<file path="src/rtl/asu_riscv_divider_if.sv">
// Handshake and operand bundle between the mul/div issue logic and the divider.
interface asu_riscv_divider_if #(
  parameter int XLEN = 32
);
  logic            start_i;
  logic            kill_i;
  logic [1:0]      div_op_i;
  logic [XLEN-1:0] op_a_i;
  logic [XLEN-1:0] op_b_i;
  logic            ready_o;
  logic            done_o;
  logic [XLEN-1:0] result_o;

  // Issuing side: drives the request, observes completion.
  modport master (
    output start_i, kill_i, div_op_i, op_a_i, op_b_i,
    input  ready_o, done_o, result_o
  );

  // Divider side.
  modport slave (
    input  start_i, kill_i, div_op_i, op_a_i, op_b_i,
    output ready_o, done_o, result_o
  );
endinterface

</file>
<file path="src/rtl/asu_riscv_divider.sv">
// Iterative RV32M divider: one restoring radix-2 step per cycle on operand
// magnitudes, followed by a sign-fix cycle. Divide-by-zero and signed
// overflow are resolved at acceptance and complete on the next cycle.
module asu_riscv_divider #(
  parameter int XLEN = 32
) (
  input logic               clk,
  input logic               nrst,
  asu_riscv_divider_if.slave bus
);

  localparam int                 CNT_W    = $clog2(XLEN);
  localparam logic [CNT_W-1:0]   CNT_LAST = CNT_W'(XLEN - 1);
  localparam logic [XLEN-1:0]    MIN_INT  = {1'b1, {(XLEN-1){1'b0}}};
  localparam logic [XLEN-1:0]    ALL_ONES = '1;

  typedef enum logic [1:0] {IDLE, CALC, FIX, DONE} state_t;

  state_t state, state_nxt;

  logic [1:0]       op_q;
  logic             sign_a_q;
  logic             sign_b_q;
  logic [XLEN-1:0]  divisor_q;
  logic [XLEN-1:0]  rem_q;
  logic [XLEN-1:0]  quo_q;
  logic [CNT_W-1:0] count_q;
  logic [XLEN-1:0]  result_q;

  // Two's-complement magnitude of a value when treated as signed.
  function automatic logic [XLEN-1:0] mag(input logic [XLEN-1:0] v,
                                          input logic is_signed);
    return (is_signed && v[XLEN-1]) ? (~v + 1'b1) : v;
  endfunction

  // Conditional two's-complement negation used by the sign-fix step.
  function automatic logic [XLEN-1:0] neg_if(input logic [XLEN-1:0] v,
                                             input logic en);
    return en ? (~v + 1'b1) : v;
  endfunction

  // Acceptance and special-case detection on the incoming request.
  logic            op_signed;
  logic            accept;
  logic            div_zero;
  logic            sgn_ovf;
  logic            special;
  logic [XLEN-1:0] special_res;

  assign op_signed = ~bus.div_op_i[0];
  assign accept    = (state == IDLE) & bus.start_i & ~bus.kill_i;
  assign div_zero  = (bus.op_b_i == '0);
  assign sgn_ovf   = op_signed & (bus.op_a_i == MIN_INT) & (bus.op_b_i == ALL_ONES);
  assign special   = div_zero | sgn_ovf;

  // DIV/DIVU by zero give all ones, REM/REMU give the dividend;
  // signed overflow gives MIN_INT quotient and zero remainder.
  assign special_res = div_zero ? (bus.div_op_i[1] ? bus.op_a_i : ALL_ONES)
                                : (bus.div_op_i[1] ? '0 : MIN_INT);

  // One restoring step: 33-bit subtract of the divisor from the shifted
  // partial remainder; the borrow out decides the quotient bit.
  logic [XLEN:0]   shifted;
  logic [XLEN:0]   diff;
  logic            borrow;
  logic [XLEN-1:0] rem_step;
  logic            unused_diff_msb;

  assign shifted         = {rem_q, quo_q[XLEN-1]};
  assign {borrow, diff}  = {1'b0, shifted} - {2'b00, divisor_q};
  assign rem_step        = borrow ? shifted[XLEN-1:0] : diff[XLEN-1:0];
  // When no borrow occurs the difference is below the divisor, so its MSB is zero.
  assign unused_diff_msb = diff[XLEN];

  // Sign-corrected results for the fix cycle.
  logic [XLEN-1:0] fix_quo;
  logic [XLEN-1:0] fix_rem;

  assign fix_quo = neg_if(quo_q, sign_a_q ^ sign_b_q);
  assign fix_rem = neg_if(rem_q, sign_a_q);

  // State register.
  always_ff @(posedge clk) begin
    if (!nrst) state <= IDLE;
    else       state <= state_nxt;
  end

  // Next-state and handshake outputs; kill overrides every transition.
  always_comb begin
    state_nxt   = state;
    bus.ready_o = 1'b0;
    bus.done_o  = 1'b0;
    case (state)
      IDLE: begin
        bus.ready_o = 1'b1;
        if (accept) state_nxt = special ? DONE : CALC;
      end
      CALC: if (count_q == CNT_LAST) state_nxt = FIX;
      FIX:  state_nxt = DONE;
      DONE: begin
        bus.done_o = 1'b1;
        state_nxt  = IDLE;
      end
      default: state_nxt = IDLE;
    endcase
    if (bus.kill_i) state_nxt = IDLE;
  end

  // Operand capture, iteration datapath and result register.
  always_ff @(posedge clk) begin
    if (!nrst) begin
      op_q      <= '0;
      sign_a_q  <= 1'b0;
      sign_b_q  <= 1'b0;
      divisor_q <= '0;
      rem_q     <= '0;
      quo_q     <= '0;
      count_q   <= '0;
      result_q  <= '0;
    end else begin
      case (state)
        IDLE: begin
          if (accept) begin
            op_q      <= bus.div_op_i;
            sign_a_q  <= op_signed & bus.op_a_i[XLEN-1];
            sign_b_q  <= op_signed & bus.op_b_i[XLEN-1];
            divisor_q <= mag(bus.op_b_i, op_signed);
            quo_q     <= mag(bus.op_a_i, op_signed);
            rem_q     <= '0;
            count_q   <= '0;
            if (special) result_q <= special_res;
          end
        end
        CALC: begin
          rem_q   <= rem_step;
          quo_q   <= {quo_q[XLEN-2:0], ~borrow};
          count_q <= count_q + 1'b1;
        end
        FIX: begin
          if (!bus.kill_i) result_q <= op_q[1] ? fix_rem : fix_quo;
        end
        default: ;
      endcase
    end
  end

  assign bus.result_o = result_q;

endmodule

</file>
<file path="src/flat_wrapper.sv">
// flat-port wrapper written by rule: the top's interface ports become plain ports
module asu_riscv_divider_flat 
#(
  parameter int XLEN = 32
)
  (clk, nrst, bus_start_i, bus_kill_i, bus_div_op_i, bus_op_a_i, bus_op_b_i, bus_ready_o, bus_done_o, bus_result_o);
  asu_riscv_divider_if #(.XLEN(XLEN)) bus_i ();
  input logic clk;
  input logic nrst;
  input wire logic [$bits(bus_i.start_i)-1:0] bus_start_i;
  input wire logic [$bits(bus_i.kill_i)-1:0] bus_kill_i;
  input wire logic [$bits(bus_i.div_op_i)-1:0] bus_div_op_i;
  input wire logic [$bits(bus_i.op_a_i)-1:0] bus_op_a_i;
  input wire logic [$bits(bus_i.op_b_i)-1:0] bus_op_b_i;
  output wire logic [$bits(bus_i.ready_o)-1:0] bus_ready_o;
  output wire logic [$bits(bus_i.done_o)-1:0] bus_done_o;
  output wire logic [$bits(bus_i.result_o)-1:0] bus_result_o;
  assign bus_i.start_i = bus_start_i;
  assign bus_i.kill_i = bus_kill_i;
  assign bus_i.div_op_i = bus_div_op_i;
  assign bus_i.op_a_i = bus_op_a_i;
  assign bus_i.op_b_i = bus_op_b_i;
  assign bus_ready_o = bus_i.ready_o;
  assign bus_done_o = bus_i.done_o;
  assign bus_result_o = bus_i.result_o;
  asu_riscv_divider #(.XLEN(XLEN)) u_core (.clk(clk), .nrst(nrst), .bus(bus_i));
endmodule
</file>
<file path="config.mk">
export PLATFORM = sky130hd
export DESIGN_NAME = asu_riscv_divider_flat
export DESIGN_NICKNAME = d
export VERILOG_FILES = /design/src/rtl/asu_riscv_divider_if.sv /design/src/rtl/asu_riscv_divider.sv /design/src/flat_wrapper.sv
export SDC_FILE = /design/constraint.sdc
export NUM_CORES = 1
export LEC_CHECK = 0
export BUFFER_PORTS_ARGS = -buffer_cell sky130_fd_sc_hd__buf_2
export CAP_MARGIN = 20
export CELL_PAD_IN_SITES_DETAIL_PLACEMENT = 0
export CELL_PAD_IN_SITES_GLOBAL_PLACEMENT = 1
export CORE_ASPECT_RATIO = 0.75
export CORE_MARGIN = 2
export CORE_UTILIZATION = 48
export CTS_CLUSTER_DIAMETER = 100
export DETAILED_ROUTE_END_ITERATION = 8
export PLACE_DENSITY_LB_ADDON = 0.3
export RECOVER_POWER = 50
export SLEW_MARGIN = 5
export SYNTH_ARGS = -nofsm -noshare
export SYNTH_HDL_FRONTEND = slang
export SYNTH_SLANG_ARGS = --single-unit
</file>
<file path="constraint.sdc">
create_clock -name clk -period 7.7 [get_ports clk]
set_clock_uncertainty 0.05 [all_clocks]
set_input_delay 1.54 -clock clk [delete_from_list [all_inputs] [get_ports clk]]
set_output_delay 1.54 -clock clk [all_outputs]
set_load 0.02 [all_outputs]
</file>
; Yosys cells after proc, flatten, opt, wreduce, memory -nomap -nowiden
; Cells that the tools add are included.
; W data, S select, Z words.
[totals]
register_bits = 139
in_bits = 70
out_inout_bits = 34
elab_cells = 77
[classes]
n_addsub = 6
eq_ne = 10
muxes = 25
bitwise = 16
n_reduce_logical = 11
[op_table]
columns = op, n
row1 = $mux W32, 14
row2 = $pmux W32 S2, 3
row3 = $add A32 B1 Y32 const B, 4
row4 = $not A32 Y32, 4
row5 = $eq A32 B32 Y1 const B, 2
row6 = $sub A33 B32 Y34, 1
row7 = $logic_not A32 Y1, 1
row8 = $pmux W5 S2, 1
row9 = $pmux W2 S4, 1
row10 = $and A1 B1 Y1, 6
row11 = $mux W2, 3
row12 = $ne A2 B1 Y1 const B, 3
row13 = $reduce_and A2 Y1, 3
row14 = $add A5 B1 Y5 const B, 1
row15 = $eq A5 B5 Y1 const B, 1
row16 = $mux W5, 1
row17 = $eq A2 B2 Y1 const B, 2
row18 = $not A1 Y1, 4
row19 = $reduce_and A4 Y1, 1
row20 = $reduce_bool A2 Y1, 2
row21 = $eq A2 B1 Y1 const B, 1
row22 = $logic_and A1 B1 Y1, 2
row23 = $logic_not A2 Y1, 1
row24 = $mux W1, 2
row25 = 4 further kinds, 4

; Depth between registers and ports, before layout
[logic_depth]
ltp_word = 7
depth_mapped = 14

; Least setup slack after synthesis
; OpenSTA, ideal clock, no wires.
[synth_timing]
path_type = input to register
start = in bus_op_b_i[14]
end = reg u_core.result_q[29], in the netlist u_core.bus.result_o[29]
setup_ps = 67
arrival_time_ps = 3685
t_required_ps = 7583
path_slack_ps = 3898
cell_stages = 10
cell_sequence = or4_1 nor3_1 nand4_2 or4_4 o21ai_2 a32o_2 and3_1 buf_6 o21ai_1 o21ai_2
[synth_between]
elab_chain_cells = 5
elab_cells_between_ends = 10
[synth_lines]
columns = element, line_no
row1 = from (decl), flat_wrapper.sv:14  ; input wire logic [$bits(bus_i.op_b_i)-1:0] bus_op_b_i;
row2 = $eq A32 B32 Y1 / $logic_not A32 Y1 (equally long branches), "asu_riscv_divider.sv:53, asu_riscv_divider.sv:52"
row3 = $and A1 B1 Y1 / $mux W32 (equally long branches), "asu_riscv_divider.sv:53, asu_riscv_divider.sv:58"
row4 = $or A1 B1 Y1 / $mux W32 (equally long branches), "asu_riscv_divider.sv:54, asu_riscv_divider.sv:131"
row5 = $ne A2 B1 Y1 (no line) / $mux W32 (equally long branches), -
row6 = $reduce_and A4 Y1 (no line) / $pmux W32 S2 (equally long branches), -
row7 = to (signal assigned), asu_riscv_divider.sv:131  ; if (special) result_q <= special_res;
row8 = to (signal assigned), asu_riscv_divider.sv:140  ; if (!bus.kill_i) result_q <= op_q[1] ? fix_rem : fix_quo;
row9 = to (decl), asu_riscv_divider.sv:28  ; logic [XLEN-1:0] result_q;
; Several ways; a longest one is shown, not always the timed one. The select of a mux whose other input is x is not followed.
; A chain may end at the register's enable or synchronous reset.

; Worst setup path in the final report
[layout_timing]
start = reg u_core.state[1]
end = reg u_core.quo_q[0]
[layout_between]
elab_chain_cells = 5
elab_cells_between_ends = 8
[layout_lines]
columns = element, line_no
row1 = from (decl), asu_riscv_divider.sv:19  ; state_t state, state_nxt;
row2 = from (signal assigned), asu_riscv_divider.sv:85  ; else state <= state_nxt;
row3 = $logic_not A2 Y1, "asu_riscv_divider.sv:51, asu_riscv_divider.sv:121"
row4 = $and A1 B1 Y1 (2 in series), asu_riscv_divider.sv:51  ; assign accept = (state == IDLE) & bus.start_i & ~bus.kill_i;
row5 = $ne A2 B1 Y1 (no line), -
row6 = $reduce_and A2 Y1 (no line), -
row7 = to (signal assigned), asu_riscv_divider.sv:128  ; quo_q <= mag(bus.op_a_i, op_signed);
row8 = to (signal assigned), asu_riscv_divider.sv:136  ; quo_q <= {quo_q[XLEN-2:0], ~borrow};
row9 = to (decl), asu_riscv_divider.sv:26  ; logic [XLEN-1:0] quo_q;
; Several ways; a longest one is shown, not always the timed one.

==> impl_metrics.tcl <==
set metrics [dict create \
    outcome "complete, but fails checks" \
    violations "max-capacitance violations, max-slew violations" \
    fmax_mhz 195 \
    dieArea_sq_um 23100 \
    syn-cell-area_sq_um 10500 \
    rsz0062_at_grt "false" \
    critPathMostFrequentCell "o21ai_0" \
    grt_max_degree 60 \
    die_h_um 132 \
    grt_util_all_layers_pct 28.4 \
    cts_buffer_depth 2 \
    final_cell_mix "195 x nand2_1, 138 x dfxtp_1, 128 x nor2_1" \
    async_flop_share_pct 0 \
    clockRootBuffer "clkbuf_16" \
    timing.reg2reg.setup_slack_ns 2.56 \
    finalCritPeriodShare_pct 66.8 \
    grt.overflow.total 0 \
    wl_per_cell_um 18.6 \
    antenna_cells 0 \
    finalHoldViolations 0 \
    peakVddDrop_mv 0.137 \
    crit_chain "inv_1 -> ha_1 -> buf_4 -> clkinv_1 -> o21ai_0 -> clkbuf_1 -> o21ai_0 -> a221oi_1" \
    ys_warn_count 0 \
    num-fill-cells 2129 \
    tightestPinTransition_ns 2.32 \
    worstSetupPathType "reg2reg" \
    core_region_area_sq_um 21400 \
    setup_ws_ns 2.56 \
    finalPower_mw 1.96 \
    cp_slowest_stage_delay_ns 1.82 \
    drive_gt1_share_pct 8.93 \
    initial_core_util_pct 49.3 \
    cts_hold_buf 0 \
    powerDensity_nw_per_um2 168 \
    slew_viol_final 113 \
    synth_top_flop_cell "dfxtp_1" \
    grt_pass1_wl_mm 52.3 \
    htreeDepth 4 \
    cts_sinks 138 \
    r2r_end "u_core.quo_q[0]" \
    clkLatencyLatePin_ns 0.43 \
    tritoncts "done" \
    power.leakage_nw 4.48 \
    clkTransAtPathRegs_ns 0.06 \
    postRouteAntennaNets 0 \
    ioPinCount 104 \
    postCtsResizedCells 0 \
    first_global_vias 9329 \
    avgSynthCellArea_sq_um 7.30 \
    slowest_stage "o21ai_0" \
    drt_iter0_drc 962 \
    rows 46 \
    slew_headroom_pct -54.3 \
    dieWidth_um 175 \
    syn-num-nets 1556 \
    seq_area_frac_synth_pct 26.2 \
    period_minus_slack_ns 5.14 \
    firstDrtPassIters 7 \
    fin_nets 1603 \
    drc 0 \
    gp_routability_congestion 0.936 \
    hpwl_mm 24.8 \
    synth_seq_cells 138 \
    postCtsSetupRepairBufs 0 \
    port_buffers 103 \
    antenna_found_initial 0 \
    vias_per_cell 5.92 \
    r2r_start "u_core.state[1]" \
    syn_to_final_growth_pct 10.7 \
    min_path_type "reg2reg" \
    crit_fanout 52 \
    synthDistinctLibCells 72 \
    crit_cells 8 \
    cts-buffers-inserted 17 \
    synth_cells 1442 \
    layout_commonest_cell "nand2_1" \
    setup_viol 0 \
    fin_cells 1789 \
    numPlacedInstances 1758 \
    pre_cts_ws_ns 2.54 \
    hold_depth 2 \
    tns_ns 0 \
    postLayoutCoreUtil_pct 54.6 \
    critPathCaptureType "flip-flop" \
    cp_data_arrival_time_ns 5.40 \
    rr_worst_depth 8 \
    path_delay_family "compound AO/OA/AOI/OAI gates" \
    crit_path_end "u_core.quo_q[0]" \
    start_kind "flip-flop" \
    cp_num_buf_inv 4 \
    dr_total_vias 10600 \
    max_cap_viol_count 3 \
    crit_path_start "u_core.state[1]" \
    synth_edf_count 0 \
    crit_required_ns 7.96 \
    wl_mm 33.2 \
]
report_power, final:
part / leakage (nW) / total [mW] / internal [mW] / switching, mW
Sequential: 1.12 / 0.769 / 0.739 / 0.0299
Combinational: 3.10 / 0.397 / 0.148 / 0.249
Clock: 0.264 / 0.792 / 0.458 / 0.334
routing by layer:
metal / track usage (%) / vias to the layer above / routed length, um
met5: 0 / - / 0
met4: 6.16 / 0 / 404
met3: 5.80 / 28 / 2730
met2: 37.7 / 431 / 12900
met1: 45.6 / 4885 / 17200
li1: - / 5240 / -
worst min-delay path by stage:
stage / from / endpoint
after floorplan: u_core.divisor_q[28] / u_core.divisor_q[28]
after global placement: u_core.bus.result_o[24] / u_core.bus.result_o[24]
after detailed placement: u_core.bus.result_o[24] / u_core.bus.result_o[24]
after CTS: u_core.bus.result_o[24] / u_core.bus.result_o[24]
after global routing: u_core.bus.result_o[24] / u_core.bus.result_o[24]
final: u_core.bus.result_o[24] / u_core.bus.result_o[24]
cell usage after synthesis (6+ instances only):
master | number | area (sq um)
a211oi_1 | 32 | 240
a21o_1 | 17 | 128
a21oi_1 | 110 | 551
a22o_1 | 7 | 61.3
a311oi_1 | 8 | 70.1
a31oi_1 | 14 | 87.6
a32oi_1 | 9 | 78.8
and2_1 | 8 | 50.1
and3_1 | 13 | 81.3
clkbuf_1 | 74 | 278
dfxtp_1 | 138 | 2760
ha_1 | 43 | 538
inv_1 | 63 | 236
mux2i_1 | 25 | 250
nand2_1 | 195 | 732
nand2b_1 | 15 | 93.8
nand3_1 | 20 | 100
nand4_1 | 13 | 81.3
nor2_1 | 129 | 484
nor2b_1 | 6 | 37.5
nor3_1 | 37 | 185
nor4_1 | 10 | 62.6
o211ai_1 | 29 | 218
o21ai_0 | 123 | 616
o21ai_1 | 14 | 70.1
o311ai_0 | 11 | 96.3
o31ai_1 | 16 | 120
o41ai_1 | 13 | 114
or2_2 | 6 | 37.5
or3_1 | 10 | 62.6
or4_1 | 15 | 113
xnor2_1 | 74 | 648
xor2_1 | 68 | 596
sequential cells by signal, summed over array words and instances, names as in the netlist:
name and cells:
u_core.divisor_q 32, u_core.sign_b_q 1, u_core.count_q 5, u_core.quo_q 32, u_core.rem_q 32, u_core.bus.result_o 32
u_core.sign_a_q 1, u_core.op_q 1, u_core.state 2
worst min-delay path, delay by kind of cell, from the launching register on:
family | cells | cell delay (ns)
and+or+nand+nor | 2 | 0.09
DFF | 1 | 0.31
final cells by class:
class	instances	area (sq um)	area share [%]
Tap cell	288	360	3.09
Timing Repair Buffer	117	569	4.89
Multi-Input combinational cell	1151	7160	61.5
Sequential cell	138	2760	23.7
Clock inverter	11	97.6	0.838
Inverter	64	240	2.06
Clock buffer	20	457	3.92
metrics by stage:
stage	cell area (sq um)	hold WS, ns
after floorplan	10500	0.382
after global placement	11200	0.384
after detailed placement	11200	0.383
after CTS	11700	0.391
after global routing	11600	0.408
final	11600	0.389
logic make-up (layout without fill, tap and decap cells):
family	Yosys count	after routing	share of synthesized area, %
compound gates	446	446	26.7
xor+xnor	142	142	11.8
fa+ha+maj	44	44	5.30
buf+inv	153	212	5.78
flops	138	138	26.2
mux	25	25	2.38
simple gates	494	494	21.8
(Power assumes the default switching activity.)
